**src/rtl/pitch_frame_ctrl.sv**
```systemverilog
// pitch_frame_ctrl: frame sequencer for the pitch-detection path.
// Gates one frame of audio into the FFT and forwards the magnitude stream
// to the peak finder as one unbroken window. It then thresholds the peak
// result and hands one pitch result per frame downstream over valid/ready.
module pitch_frame_ctrl #(
    parameter int NSamples    = 256,
    parameter int W           = 33,
    parameter int DW          = 16,
    parameter int NBits       = $clog2(NSamples),
    parameter int PeakTimeout = 8
) (
    input  logic             clk,
    input  logic             reset,
    input  logic             enable,
    input  logic [W-1:0]     threshold,
    input  logic [DW-1:0]    audio_data,
    input  logic             audio_valid,
    output logic             audio_ready,
    output logic [DW-1:0]    fft_in_data,
    output logic             fft_in_valid,
    output logic             fft_in_last,
    input  logic             fft_in_ready,
    input  logic [W-1:0]     fft_mag,
    input  logic             fft_mag_valid,
    output logic [W-1:0]     mag_out,
    output logic             mag_out_valid,
    input  logic [W-1:0]     peak_in,
    input  logic [NBits-1:0] peak_k_in,
    input  logic             peak_in_valid,
    output logic [NBits-1:0] pitch_k,
    output logic             pitch_voiced,
    output logic             pitch_valid,
    input  logic             pitch_ready,
    output logic             busy,
    output logic             err,
    output logic [15:0]      frame_count
);

    localparam logic [2:0] S_IDLE      = 3'd0;
    localparam logic [2:0] S_FILL      = 3'd1;
    localparam logic [2:0] S_WAIT_MAG  = 3'd2;
    localparam logic [2:0] S_STREAM    = 3'd3;
    localparam logic [2:0] S_WAIT_PEAK = 3'd4;
    localparam logic [2:0] S_RESULT    = 3'd5;

    // Timeout counter only has to reach PeakTimeout-1.
    localparam int TW = (PeakTimeout > 1) ? $clog2(PeakTimeout) : 1;

    localparam logic [NBits-1:0] SMP_LAST = NBits'(NSamples - 1);
    localparam logic [NBits:0]   BEATS    = (NBits + 1)'(NSamples);
    localparam logic [TW-1:0]    TO_LAST  = TW'(PeakTimeout - 1);

    logic [2:0]       state_q, state_d;
    logic [NBits-1:0] smp_cnt_q, smp_cnt_d;
    logic [NBits:0]   beat_cnt_q, beat_cnt_d;
    logic [TW-1:0]    to_cnt_q, to_cnt_d;
    logic [W-1:0]     mag_out_q, mag_out_d;
    logic             mag_vld_q, mag_vld_d;
    logic [NBits-1:0] pitch_k_q, pitch_k_d;
    logic             voiced_q, voiced_d;
    logic             pitch_vld_q, pitch_vld_d;
    logic             err_q, err_d;
    logic [15:0]      frame_cnt_q, frame_cnt_d;

    logic fill;
    assign fill = (state_q == S_FILL);

    // Audio path is a zero-latency pass-through, open only while filling.
    assign fft_in_data  = fill ? audio_data : '0;
    assign fft_in_valid = fill & audio_valid;
    assign audio_ready  = fill & fft_in_ready;
    assign fft_in_last  = fill & (smp_cnt_q == SMP_LAST);

    assign mag_out       = mag_out_q;
    assign mag_out_valid = mag_vld_q;
    assign pitch_k       = pitch_k_q;
    assign pitch_voiced  = voiced_q;
    assign pitch_valid   = pitch_vld_q;
    assign err           = err_q;
    assign frame_count   = frame_cnt_q;
    assign busy          = (state_q != S_IDLE);

    // Frame sequencing: next state and all registered outputs.
    always_comb begin
        state_d     = state_q;
        smp_cnt_d   = smp_cnt_q;
        beat_cnt_d  = beat_cnt_q;
        to_cnt_d    = to_cnt_q;
        mag_out_d   = mag_out_q;
        mag_vld_d   = mag_vld_q;
        pitch_k_d   = pitch_k_q;
        voiced_d    = voiced_q;
        pitch_vld_d = pitch_vld_q;
        err_d       = err_q;
        frame_cnt_d = frame_cnt_q;
        case (state_q)
            S_IDLE: begin
                if (enable) begin
                    smp_cnt_d = '0;
                    state_d   = S_FILL;
                end
            end
            S_FILL: begin
                if (audio_valid && fft_in_ready) begin
                    smp_cnt_d = smp_cnt_q + 1'b1;
                    if (smp_cnt_q == SMP_LAST) state_d = S_WAIT_MAG;
                end
            end
            S_WAIT_MAG: begin
                // First valid beat opens the window and counts as beat 1.
                if (fft_mag_valid) begin
                    mag_out_d  = fft_mag;
                    mag_vld_d  = 1'b1;
                    beat_cnt_d = (NBits + 1)'(1);
                    state_d    = S_STREAM;
                end
            end
            S_STREAM: begin
                // Full window check comes first so surplus beats are ignored.
                if (beat_cnt_q == BEATS) begin
                    mag_vld_d = 1'b0;
                    to_cnt_d  = '0;
                    state_d   = S_WAIT_PEAK;
                end else if (fft_mag_valid) begin
                    mag_out_d  = fft_mag;
                    mag_vld_d  = 1'b1;
                    beat_cnt_d = beat_cnt_q + 1'b1;
                end else begin
                    // A gap would corrupt the peak search: abort the frame.
                    mag_vld_d = 1'b0;
                    err_d     = 1'b1;
                    state_d   = S_IDLE;
                end
            end
            S_WAIT_PEAK: begin
                if (peak_in_valid) begin
                    pitch_k_d   = peak_k_in;
                    voiced_d    = (peak_in >= threshold);
                    pitch_vld_d = 1'b1;
                    frame_cnt_d = frame_cnt_q + 16'd1;
                    state_d     = S_RESULT;
                end else if (to_cnt_q == TO_LAST) begin
                    err_d   = 1'b1;
                    state_d = S_IDLE;
                end else begin
                    to_cnt_d = to_cnt_q + 1'b1;
                end
            end
            S_RESULT: begin
                if (pitch_ready) begin
                    pitch_vld_d = 1'b0;
                    smp_cnt_d   = '0;
                    state_d     = enable ? S_FILL : S_IDLE;
                end
            end
            default: state_d = S_IDLE;
        endcase
    end

    // State registers with synchronous reset.
    always_ff @(posedge clk) begin
        if (reset) begin
            state_q     <= S_IDLE;
            smp_cnt_q   <= '0;
            beat_cnt_q  <= '0;
            to_cnt_q    <= '0;
            mag_out_q   <= '0;
            mag_vld_q   <= 1'b0;
            pitch_k_q   <= '0;
            voiced_q    <= 1'b0;
            pitch_vld_q <= 1'b0;
            err_q       <= 1'b0;
            frame_cnt_q <= '0;
        end else begin
            state_q     <= state_d;
            smp_cnt_q   <= smp_cnt_d;
            beat_cnt_q  <= beat_cnt_d;
            to_cnt_q    <= to_cnt_d;
            mag_out_q   <= mag_out_d;
            mag_vld_q   <= mag_vld_d;
            pitch_k_q   <= pitch_k_d;
            voiced_q    <= voiced_d;
            pitch_vld_q <= pitch_vld_d;
            err_q       <= err_d;
            frame_cnt_q <= frame_cnt_d;
        end
    end

endmodule

```
**config.mk**
```make
export PLATFORM = sky130hd
export DESIGN_NAME = pitch_frame_ctrl
export DESIGN_NICKNAME = d
export VERILOG_FILES = /design/src/rtl/pitch_frame_ctrl.sv
export SDC_FILE = /design/constraint.sdc
export NUM_CORES = 1
export LEC_CHECK = 0
export CAP_MARGIN = 30
export CORE_AREA = 2 2 93 95
export CTS_BUF_LIST = sky130_fd_sc_hd__clkbuf_8
export CTS_CLUSTER_SIZE = 8
export DETAILED_ROUTE_END_ITERATION = 10
export DIE_AREA = 0 0 95 97
export DONT_BUFFER_PORTS = 1
export GPL_TIMING_DRIVEN = 0
export HOLD_SLACK_MARGIN = 0.15
export PLACE_DENSITY = 0.73
export SLEW_MARGIN = 25
export SYNTH_ARGS = -nofsm -noshare
export SYNTH_HDL_FRONTEND = slang
export SYNTH_SLANG_ARGS = --single-unit
```
**constraint.sdc**
```tcl
create_clock -name clk -period 3.1 [get_ports clk]
set_input_delay 0.465 -clock clk [delete_from_list [all_inputs] [get_ports clk]]
set_output_delay 0.465 -clock clk [all_outputs]
set_load 0.01 [all_outputs]
```
==> reports/qor.yml, run 1 <==
fp.dieW_um: 95
drive_gt1_frac: 0.0437
postSynthCellCount: 556
yosysSeqAreaShare: 0.378
ys_types: 48
track_usage: 0.232
clk_latency_ns: 0.35
timing.final.crit_share: 0.817
max_stage_delay_ns: 0.37
drc: 0
wire_per_inst_um: 16.4
path_clk_slew_ns: 0.09
worstSetupStartpointType: "register"
vias: 3863
critPathKind: "reg -> out"
synth_ff_type: "dfxtp_1"
path_max_fanout: 10
reg2reg_from: "beat_cnt_q[0]$_SDFFE_PP0P_"
syn-num-nets: 726
synth_edf_count: 0
rsz0062_at_grt: "false"
cellPowerDensity_mw_per_mm2: 577
cts_root_buf: "clkbuf_8"
outcome: "complete, no violations"
critPathLaunch: "state_q[0]$_SDFFE_PP0P_"
dp.cells: 661
clk_path_buf_depth: 2
postSynthAreaPerCell_um2: 8.00
n_antenna_cell: 0
p_switching_uw: 918
final_nets: 737
swShare: 0.332
cts_tree: "done"
synth_seq_cells: 84
dpl_cell_area_mm2: 0.00458
rows: 33
hold_violations: 0
fmax_ghz: 0.395
post_cts_resized: 0
rr_endpoint: "state_q[1]$_SDFFE_PP0P_"
place_congestion: 0.926
drv_cap: 0
grt_overflow: 0
die_h_um: 97
finClkSkew_ns: 0.00867
p_seq_frac: 0.447
holdBufCountCts: 0
first_global_vias: 3618
crit_top_cell: "clkbuf_1"
crit_slowest_cell: "clkbuf_1"
syn_to_final_growth_pct: 7.80
p_int_uw: 1850
setup_viol: 0
vdd_drop_max_uv: 243
cts_max_level: 3
grt_antenna_before_repair: 0
post-cts-setup-buffers: 0
dp_hpwl_mm: 9.01
crit_chain: "clkbuf_1 > clkbuf_1 > clkbuf_1 > and3_1"
slew_violations: 0
fillCellCount: 742
cts_buffers: 9
start_util: 0.547
die-area_mm2: 0.00922
pwr-share-comb: 0.247
hold_class: "in -> reg"
worstPathRequired_ns: 2.63
ios: 212
multi_input_area_mm2: 0.00251
cp-endpoint: "fft_in_data[15]"
pwr-share-clk: 0.305
grt_max_degree: 15
clock_sinks: 84
drt-initial-drc-count: 154
end_kind: "output port"
drt_first_pass_iters: 4
period_needed_ns: 2.53
ff2ff_path_depth: 7
fin_cells: 677
power_leakage_uw: 0.00203
drt-total-wl_mm: 11.1
vias_per_cell: 5.71
slew_headroom: 0.518
regArea_mm2: 0.00168
final_area_mm2: 0.00479
detail-route-antenna-nets: 0
numPortBuffers: 0
synth_area_mm2: 0.00445
hold_slack_ns: 0.235
reg2reg_slack_ns: 0.93
grt_pass1_wl_mm: 16.9
ys_warn_count: 0
core_mm2: 0.00813
synthArstFlopShare: 0
worst_slew_pin_slew_ns: 0.719
cp_data_arrival_time_ns: 2.07
fin_setup_tns_ns: 0
placed cells by master (no fill, tap or decap), types with 4 or more instances in the layout:
cell / Yosys / routed
a21o_1: 6 / 6
a21oi_1: 55 / 55
a31oi_1: 5 / 5
and3_1: 27 / 27
and4_1: 5 / 5
buf_2: 4 / 4
clkbuf_1: 21 / 21
clkbuf_8: 0 / 9
dfxtp_1: 84 / 84
ha_1: 39 / 39
inv_1: 40 / 41
nand2_1: 109 / 109
nand2b_1: 5 / 5
nand3_1: 8 / 8
nand4_1: 16 / 16
nor2_1: 45 / 45
nor2b_1: 4 / 4
o21ai_0: 5 / 5
o21ai_1: 4 / 4
or3_1: 4 / 4
xnor2_1: 6 / 6
xor2_1: 20 / 20
cell families after synthesis:
group | synth area share
compound gates | 0.130
buf+inv | 0.0569
fa+ha+maj | 0.110
xor+xnor | 0.0512
mux | 0.00450
simple gates | 0.269
flops | 0.378
registers in the layout, indices dropped and copies added, names as in the netlist:
| signal | flops |
|---|---|
| beat_cnt_q | 9 |
| err | 1 |
| frame_count | 16 |
| mag_out | 33 |
| mag_out_valid | 1 |
| pitch_k | 8 |
| pitch_valid | 1 |
| pitch_voiced | 1 |
| smp_cnt_q | 8 |
| state_q | 3 |
| to_cnt_q | 3 |
worst max-delay path, delay by kind of cell, from the launching register on:
| family | cells | cell delay, ns |
|---|---|---|
| buffers and inverters | 3 | 1.04 |
| DFF | 1 | 0.36 |
| and+or+nand+nor | 1 | 0.32 |
worst min-delay path by stage:
stage,end,slack [ns],from,depth (start not counted)
final,mag_out[20]$_SDFFE_PP0P_,0.23,fft_mag[20],2
after global routing,mag_out[23]$_SDFFE_PP0P_,0.22,fft_mag[23],2
after CTS,mag_out[32]$_SDFFE_PP0P_,0.22,fft_mag[32],2
after detailed placement,mag_out[5]$_SDFFE_PP0P_,0.49,mag_out[5]$_SDFFE_PP0P_,2
after global placement,to_cnt_q[1]$_SDFFE_PP0P_,0.49,to_cnt_q[1]$_SDFFE_PP0P_,2
after floorplan,to_cnt_q[1]$_SDFFE_PP0P_,0.47,to_cnt_q[1]$_SDFFE_PP0P_,2
stage by stage:
stage,worst slack [ns],util,total power [uW]
floorplan,1.18,-,1790
global placement,0.977,0.563,1920
detailed placement,0.962,0.563,1940
CTS,0.561,0.589,2780
global route,0.426,0.589,2920
finish,0.567,0.589,2760
synthesized netlist by cell type, types with 3 or more instances:
master,number,area (um^2)
and3_1,27,169
a21oi_1,55,275
nand2b_1,5,31.3
a211oi_1,3,22.5
or3_1,4,25.0
a22oi_1,3,22.5
o21ai_0,5,25.0
ha_1,39,488
nand3_1,8,40.0
dfxtp_1,84,1680
inv_1,40,150
clkbuf_1,21,78.8
xnor2_1,6,52.6
nor2_1,45,169
a21o_1,6,45.0
and4_1,5,43.8
buf_2,4,20.0
nand4_1,16,100
nor2b_1,4,25.0
a211o_1,3,26.3
xor2_1,20,175
o21ai_1,4,20.0
a31oi_1,5,31.3
nor4b_1,3,26.3
nand2_1,109,409
o211ai_1,3,22.5
final cells by class:
cell class	instances	share of cell area
flip-flops and latches	84	0.351
multi-input cells	406	0.524
clock inverters	7	0.0191
well taps	105	0.0274
plain buffers	26	0.0214
inverters	40	0.0313
clock buffers	9	0.0258
power groups by stage:
stage / combinational, uW / sequential (uW) / clock [uW]
finish: 683 / 1240 / 844
floorplan: 543 / 1240 / 0
detailed placement: 679 / 1260 / 0
global placement: 658 / 1260 / 0
global route: 766 / 1250 / 907
CTS: 683 / 1240 / 856
layer usage:
metal | up-vias | track usage | share of wire
met4 | 0 | 0.0747 | 0.017
met1 | 1752 | 0.240 | 0.38
met3 | 19 | 0.0693 | 0.085
li1 | 1929 | - | -
met2 | 163 | 0.437 | 0.52
met5 | - | 0 | 0
(Power assumes the default switching activity.)
==> run 2, diff against run 1 <==
Settings changed: ABC_AREA set to 1, CORE_AREA 2 2 93 95 to 2 2 97 99, DIE_AREA 0 0 95 97 to 0 0 99 101, PLACE_DENSITY 0.73 to 0.74.
Clock period 3.1 ns to 2.2 ns, I/O delays scaled along.
==> run 2 against run 1 <==
  * Register-to-register slack worse by 0.56 ns
  * First-iteration DRC count is 35% higher
  * Worst hold slack worse by 0.078 ns
==> reports/qor.yml, run 2 <==
min_path_cells: 2  # unchanged
drt-total-wl_mm: 12.6  # was 11.1 mm
cp_data_arrival_time_ns: 1.71  # was 2.07 ns
largest_reg_flops: 33  # unchanged
die-area_mm2: 0.0100  # was 0.00922 mm^2
crit_top_cell: "buf_2"  # was clkbuf_1
slew_violations: 0  # unchanged
crit_buf_inv: 4  # was 3
wire_per_inst_um: 14.2  # was 16.4 um
numPortBuffers: 0  # unchanged
ys_types: 32  # was 48
cts_tree: "done"  # unchanged
synth_commonest_cells: "151 x nor2_1, 119 x nand2_1, 111 x inv_1, 84 x dfxtp_1, 60 x o21ai_0"  # was 109 x nand2_1, 84 x dfxtp_1, 55 x a21oi_1, 45 x nor2_1, 40 x inv_1
hold_path_end: "mag_out[20]$_SDFFE_PP0P_"  # unchanged
worstPathRequired_ns: 1.87  # was 2.63 ns
grt_overflow: 0  # unchanged
ios: 212  # unchanged
vias: 4752  # was 3,863
worst_slew_pin_slew_ns: 0.607  # was 0.719 ns
fin_setup_tns_ns: 0  # unchanged
p_switching_uw: 1400  # was 918 uW
yosys-top-cells-area: "dfxtp_1 35%, nor2_1 12%, ha_1 10%"  # was dfxtp_1 38%, ha_1 11%, nand2_1 9.2%
first_global_vias: 4570  # was 3,618
path_max_fanout: 10  # unchanged
final_common_cell: "nor2_1"  # was nand2_1
clk_latency_ns: 0.36  # was 0.35 ns
p_int_uw: 2680  # was 1850 uW
n_antenna_cell: 0  # unchanged
postSynthCellCount: 720  # was 556
rows: 35  # was 33
yosysMostFrequentCell: "nor2_1"  # was nand2_1
pwr-share-clk: 0.310  # was 0.305
detail-route-antenna-nets: 0  # unchanged
reg2reg_from: "beat_cnt_q[0]$_SDFFE_PP0P_"  # unchanged
syn-num-nets: 890  # was 726
cts_root_buf: "clkbuf_8"  # unchanged
rr_endpoint: "mag_out[9]$_SDFFE_PP0P_"  # was state_q[1]$_SDFFE_PP0P_
cellPowerDensity_mw_per_mm2: 735  # was 577 mW/mm^2
timing.final.crit_share: 0.927
power_leakage_uw: 0.00256  # was 0.00203 uW
outcome: "complete, no violations"  # unchanged
hold_class: "in -> reg"  # unchanged
clock_sinks: 84  # unchanged
die_h_um: 101  # was 97 um
p_seq_frac: 0.445  # was 0.447
crit_chain: "inv_2 > nand2_1 > nor2_4 > inv_1 > buf_2 > buf_2 > nor2_2"  # was clkbuf_1 > clkbuf_1 > clkbuf_1 > and3_1
rsz0062_at_grt: "false"  # unchanged
worstHoldStart: "fft_mag[20]"  # unchanged
grt_pass1_wl_mm: 19.9  # was 16.9 mm
end_kind: "output port"  # unchanged
pwr-share-comb: 0.245  # was 0.247
drive_gt1_frac: 0.0760  # was 0.0437
path_clk_slew_ns: 0.10  # was 0.09 ns
period_needed_ns: 2.04
vdd_drop_max_uv: 416  # was 243 uV
track_usage: 0.245  # was 0.232
final_area_mm2: 0.00555  # was 0.00479 mm^2
grt_antenna_before_repair: 0  # unchanged
worstSetupStartpointType: "register"  # unchanged
fp.dieW_um: 99  # was 95 um
crit_slowest_cell: "dfxtp_1"  # was clkbuf_1
fmax_ghz: 0.490
clk_path_buf_depth: 2  # unchanged
grt_max_degree: 17  # was 15
finClkSkew_ns: 0.0164  # was 0.00867 ns
postSynthAreaPerCell_um2: 6.62  # was 8.00 um^2
slew_headroom: 0.595  # was 0.518
finalPower_uw: 4080  # was 2760 uW
yosysSeqAreaShare: 0.353  # was 0.378
synth_ff_type: "dfxtp_1"  # unchanged
cts_max_level: 3  # unchanged
swShare: 0.344  # was 0.332
synth_edf_count: 0  # unchanged
dpl_cell_area_mm2: 0.00490  # was 0.00458 mm^2
synth_seq_cells: 84  # unchanged
drc: 0  # unchanged
synthArstFlopShare: 0  # unchanged
ff2ff_path_depth: 10  # was 7
ys_warn_count: 0  # unchanged
reg2reg_slack_ns: 0.37  # was 0.93 ns
vias_per_cell: 5.36  # was 5.71
start_util: 0.531  # was 0.547
max_stage_delay_ns: 0.34  # was 0.37 ns
fillCellCount: 786  # was 742
final_nets: 941  # was 737
drt-initial-drc-count: 208  # was 154
fin_util: 0.618  # was 0.589
drt_first_pass_iters: 5  # was 4
synth_top_area_frac: 0.353  # was 0.378
synth_area_mm2: 0.00476  # was 0.00445 mm^2
critPathTopFamily: "buffers and inverters"  # unchanged
synth_area_leader_cell: "dfxtp_1"  # unchanged
place_congestion: 0.863  # was 0.926
critPathKind: "reg -> out"  # unchanged
dp_hpwl_mm: 9.08  # was 9.01 mm
setup_viol: 0  # unchanged
hold_violations: 0  # unchanged
syn_to_final_growth_pct: 16.5  # was 7.80%
layout_common_cells: "141 x nor2_1, 119 x nand2_1, 111 x inv_1"  # was 109 x nand2_1, 84 x dfxtp_1, 55 x a21oi_1
cts_buffers: 9  # unchanged
core_mm2: 0.00898  # was 0.00813 mm^2
drv_cap: 0  # unchanged
run 2: changes by cell type in the layout (fill, tap and decap cells not counted), moves of 10 or more:
cell	change
nor2_2	+14
inv_1	+70
nor3_1	+15
nor2_1	+96
clkbuf_1	-14
xor2_1	-18
nand2_1	+10
and3_1	-26
nand3_1	+19
o21ai_0	+55
dlygate4sd3_1	+38
run 2: cell families after synthesis:
logic type	Yosys count	share of synthesized area
buffers and inverters	138	0.114
adder cells (fa/ha/maj)	39	0.102
XOR/XNOR	2	0.00368
AO/OA/AOI/OAI	116	0.126
flip-flops	84	0.353
AND/OR/NAND/NOR	341	0.301
run 2: layout make-up:
| class | instances | area [um^2] | area share |
|---|---|---|---|
| Multi-Input combinational cell | 498 | 2560 | 0.462 |
| Sequential cell | 84 | 1680 | 0.303 |
| Inverter | 117 | 439 | 0.0791 |
| Timing Repair Buffer | 40 | 395 | 0.0712 |
| Tap cell | 111 | 139 | 0.0250 |
| Clock buffer | 9 | 124 | 0.0223 |
| Buffer | 21 | 105 | 0.0189 |
| Clock inverter | 7 | 103 | 0.0185 |
run 2: metrics by stage:
stage,worst slack (ns),cells,hold slack (ns)
2_1_floorplan,0.613,720,0.443
3_3_place_gp,0.437,831,0.453
3_5_place_dp,0.408,831,0.462
4_1_cts,0.0157,885,0.153
5_1_grt,0.0219,887,0.178
6_report,0.160,887,0.156
run 2: what timing repair did:
item	4_1_cts	5_1_grt
setup endpoints to repair	0	10
hold endpoints to repair	38	0
hold buffers	38	0
buffers inserted	0	2
gates resized for setup	0	13
run 2: worst max path at each step:
stage	from	endpoint	slack [ns]	cells past startpoint
global route	state_q[1]$_SDFFE_PP0P_	fft_in_data[10]	0.02	7
detailed placement	state_q[0]$_SDFFE_PP0P_	fft_in_data[14]	0.41	6
global placement	state_q[0]$_SDFFE_PP0P_	fft_in_data[8]	0.44	6
finish	state_q[1]$_SDFFE_PP0P_	fft_in_data[14]	0.16	7
floorplan	state_q[0]$_SDFFE_PP0P_	fft_in_data[10]	0.61	6
CTS	state_q[0]$_SDFFE_PP0P_	fft_in_data[14]	0.02	6
run 2: power groups by stage:
stage	registers, uW	clock network [uW]	logic (uW)
CTS	1810	1280	932
detailed placement	1850	0	875
global route	1830	1350	1130
floorplan	1810	0	709
global placement	1840	0	841
finish	1820	1270	999
run 2: layer usage:
metal	vias up	wire length (um)	global-route usage
li1	2383	-	-
met1	2103	4900	0.261
met2	224	6330	0.436
met3	42	904	0.0839
met4	0	421	0.114
met5	-	0	0
==> run 3, diff against run 2 <==
==> constraint.sdc (replaced) <==
create_clock -name clk -period 2.2 [get_ports clk]
set_input_delay 0.11 -clock clk [delete_from_list [all_inputs] [get_ports clk]]
set_output_delay 0.11 -clock clk [all_outputs]
set_load 0.01 [all_outputs]
==> run 3 against run 2 <==
  * Flip-flop and latch count stayed put
  * Global-route usage increased by 0.16 points
  * Worst hold slack improved by 0.036 ns
  * First-iteration DRC count rose by 1.4%
  * Clock-buffer cell count unchanged
  * Critical path depth down 1
  * Via count grew 1.2%
  * Sequential share of layout area down 0.33 points
  * Combinational power fell by 3.9%
  * Power down 1.0%
  * Critical path type unchanged
  * Largest cell class unchanged
  * Largest power group unchanged
==> reports/qor.yml, run 3 (synthesis gave the netlist of run 2 again) <==
cts_max_level: 3  # unchanged
post_cts_resized: 0  # unchanged
hold_slack_ns: 0.193  # was 0.156 ns
drc: 0  # unchanged
path_max_fanout: 10  # unchanged
worst_slew_pin_slew_ns: 0.609  # was 0.607 ns
worst_slack_ns: 0.254  # was 0.160 ns
p_switching_uw: 1380  # was 1400 uW
p_int_uw: 2650  # was 2680 uW
fin_setup_tns_ns: 0  # unchanged
ios: 212  # unchanged
power_leakage_uw: 0.00260  # was 0.00256 uW
post-cts-setup-buffers: 0  # unchanged
end_kind: "output port"  # unchanged
finalPower_uw: 4040  # was 4080 uW
grt_max_degree: 17  # unchanged
numPortBuffers: 0  # unchanged
die_h_um: 101  # unchanged
largest_reg_flops: 33  # unchanged
critPathKind: "reg -> out"  # unchanged
reg2reg_from: "state_q[0]$_SDFFE_PP0P_"  # was beat_cnt_q[0]$_SDFFE_PP0P_
drt-initial-drc-count: 211  # was 208
worstSetupStartpointType: "register"  # unchanged
clk_path_buf_depth: 2  # unchanged
grt_overflow: 0  # unchanged
cts_root_buf: "clkbuf_8"  # unchanged
holdBufCountCts: 48  # was 38
vdd_drop_max_uv: 376  # was 416 uV
outcome: "complete, no violations"  # unchanged
path_clk_slew_ns: 0.08  # was 0.10 ns
die-area_mm2: 0.0100  # unchanged
worstPathRequired_ns: 2.09  # was 1.87 ns
rows: 35  # unchanged
period_needed_ns: 1.95  # was 2.04 ns
grt_antenna_before_repair: 0  # unchanged
fp.dieW_um: 99  # unchanged
dp_slack_ns: 0.425  # was 0.408 ns
swShare: 0.343  # was 0.344
syn_to_final_growth_pct: 17.8  # was 16.5%
detail-route-antenna-nets: 0  # unchanged
grt_pass1_wl_mm: 19.9  # about the same
dp_hpwl_mm: 9.08  # unchanged
fin_cells: 895  # was 887
fmax_ghz: 0.514  # was 0.490 GHz
final_common_cell: "nor2_1"  # unchanged
drive_gt1_frac: 0.0574  # was 0.0760
start_util: 0.531  # unchanged
vias_per_cell: 5.37  # was 5.36
layout_common_cells: "151 x nor2_1, 119 x nand2_1, 111 x inv_1"  # was 141 x nor2_1, 119 x nand2_1, 111 x inv_1
first_global_vias: 4557  # was 4,570
pwr-share-clk: 0.313  # was 0.310
finClkSkew_ns: 0.0154  # was 0.0164 ns
drt-total-wl_mm: 12.6  # about the same
setup_viol: 0  # unchanged
clk_latency_ns: 0.37  # was 0.36 ns
timing.final.crit_share: 0.885  # was 0.927
track_usage: 0.247  # was 0.245
pwr-share-comb: 0.238  # was 0.245
min_path_cells: 6  # was 2
core_mm2: 0.00898  # unchanged
p_seq_frac: 0.449  # was 0.445
cts_tree: "done"  # unchanged
place_congestion: 0.863  # unchanged
slew_violations: 0  # unchanged
cp-endpoint: "fft_in_data[14]"  # unchanged
ff2ff_path_depth: 8  # was 10
vias: 4807  # was 4,752
clock_sinks: 84  # unchanged
critPathLaunch: "state_q[0]$_SDFFE_PP0P_"  # was state_q[1]$_SDFFE_PP0P_
rr_endpoint: "frame_count[3]$_SDFFE_PP0P_"  # was mag_out[9]$_SDFFE_PP0P_
cp_data_arrival_time_ns: 1.84  # was 1.71 ns
final_nets: 949  # was 941
drv_cap: 0  # unchanged
drt_first_pass_iters: 6  # was 5
dp.cells: 831  # unchanged
hold_violations: 0  # unchanged
n_antenna_cell: 0  # unchanged
cellPowerDensity_mw_per_mm2: 720  # was 735 mW/mm^2
rsz0062_at_grt: "false"  # unchanged
wire_per_inst_um: 14.1  # was 14.2 um
reg2reg_slack_ns: 0.27  # was 0.37 ns
slew_headroom: 0.594  # was 0.595
cts_buffers: 9  # unchanged
hold_class: "in -> reg"  # unchanged
[run 3: stage by stage]
stage               cell area (um^2)   util
floorplan                       4760      -
global placement                4900  0.546
detailed placement              4900  0.546
CTS                             5610  0.625
global route                    5610  0.625
finish                          5610  0.625
[run 3: critical path: stages, from the launching register on]
cell and delay (ns):
dfxtp_1 0.46, nand2_1 0.13, nor2_4 0.18, inv_1 0.07, buf_2 0.18, buf_1 0.21, nor2_1 0.24
[run 3: worst min path at each step]
| stage | from | end |
|---|---|---|
| 2_1_floorplan | peak_k_in[0] | pitch_k[0]$_SDFFE_PP0P_ |
| 3_3_place_gp | peak_k_in[0] | pitch_k[0]$_SDFFE_PP0P_ |
| 3_5_place_dp | peak_k_in[0] | pitch_k[0]$_SDFFE_PP0P_ |
| 4_1_cts | audio_valid | state_q[0]$_SDFFE_PP0P_ |
| 5_1_grt | audio_valid | state_q[0]$_SDFFE_PP0P_ |
| 6_report | audio_valid | state_q[0]$_SDFFE_PP0P_ |
[run 3: power by group through the flow]
stage	Combinational, uW	Clock (uW)	Sequential [uW]
3_5_place_dp	875	0	1850
2_1_floorplan	709	0	1810
4_1_cts	945	1280	1810
6_report	960	1270	1810
5_1_grt	1090	1360	1830
3_3_place_gp	841	0	1840
[run 3: layout make-up]
cell class	instances	area [um^2]
Clock buffer	9	124
Inverter	117	439
Multi-Input combinational cell	498	2540
Buffer	21	104
Clock inverter	7	103
Timing Repair Buffer	48	480
Fill cell	776	3370
Tap cell	111	139
Sequential cell	84	1680
[run 3: layer usage]
metal | global-route usage | routed length (um) | vias up
li1 | - | - | 2406
met1 | 0.261 | 4840 | 2133
met2 | 0.445 | 6370 | 219
met3 | 0.0867 | 967 | 49
met4 | 0.104 | 464 | 0
met5 | 0 | 0 | -
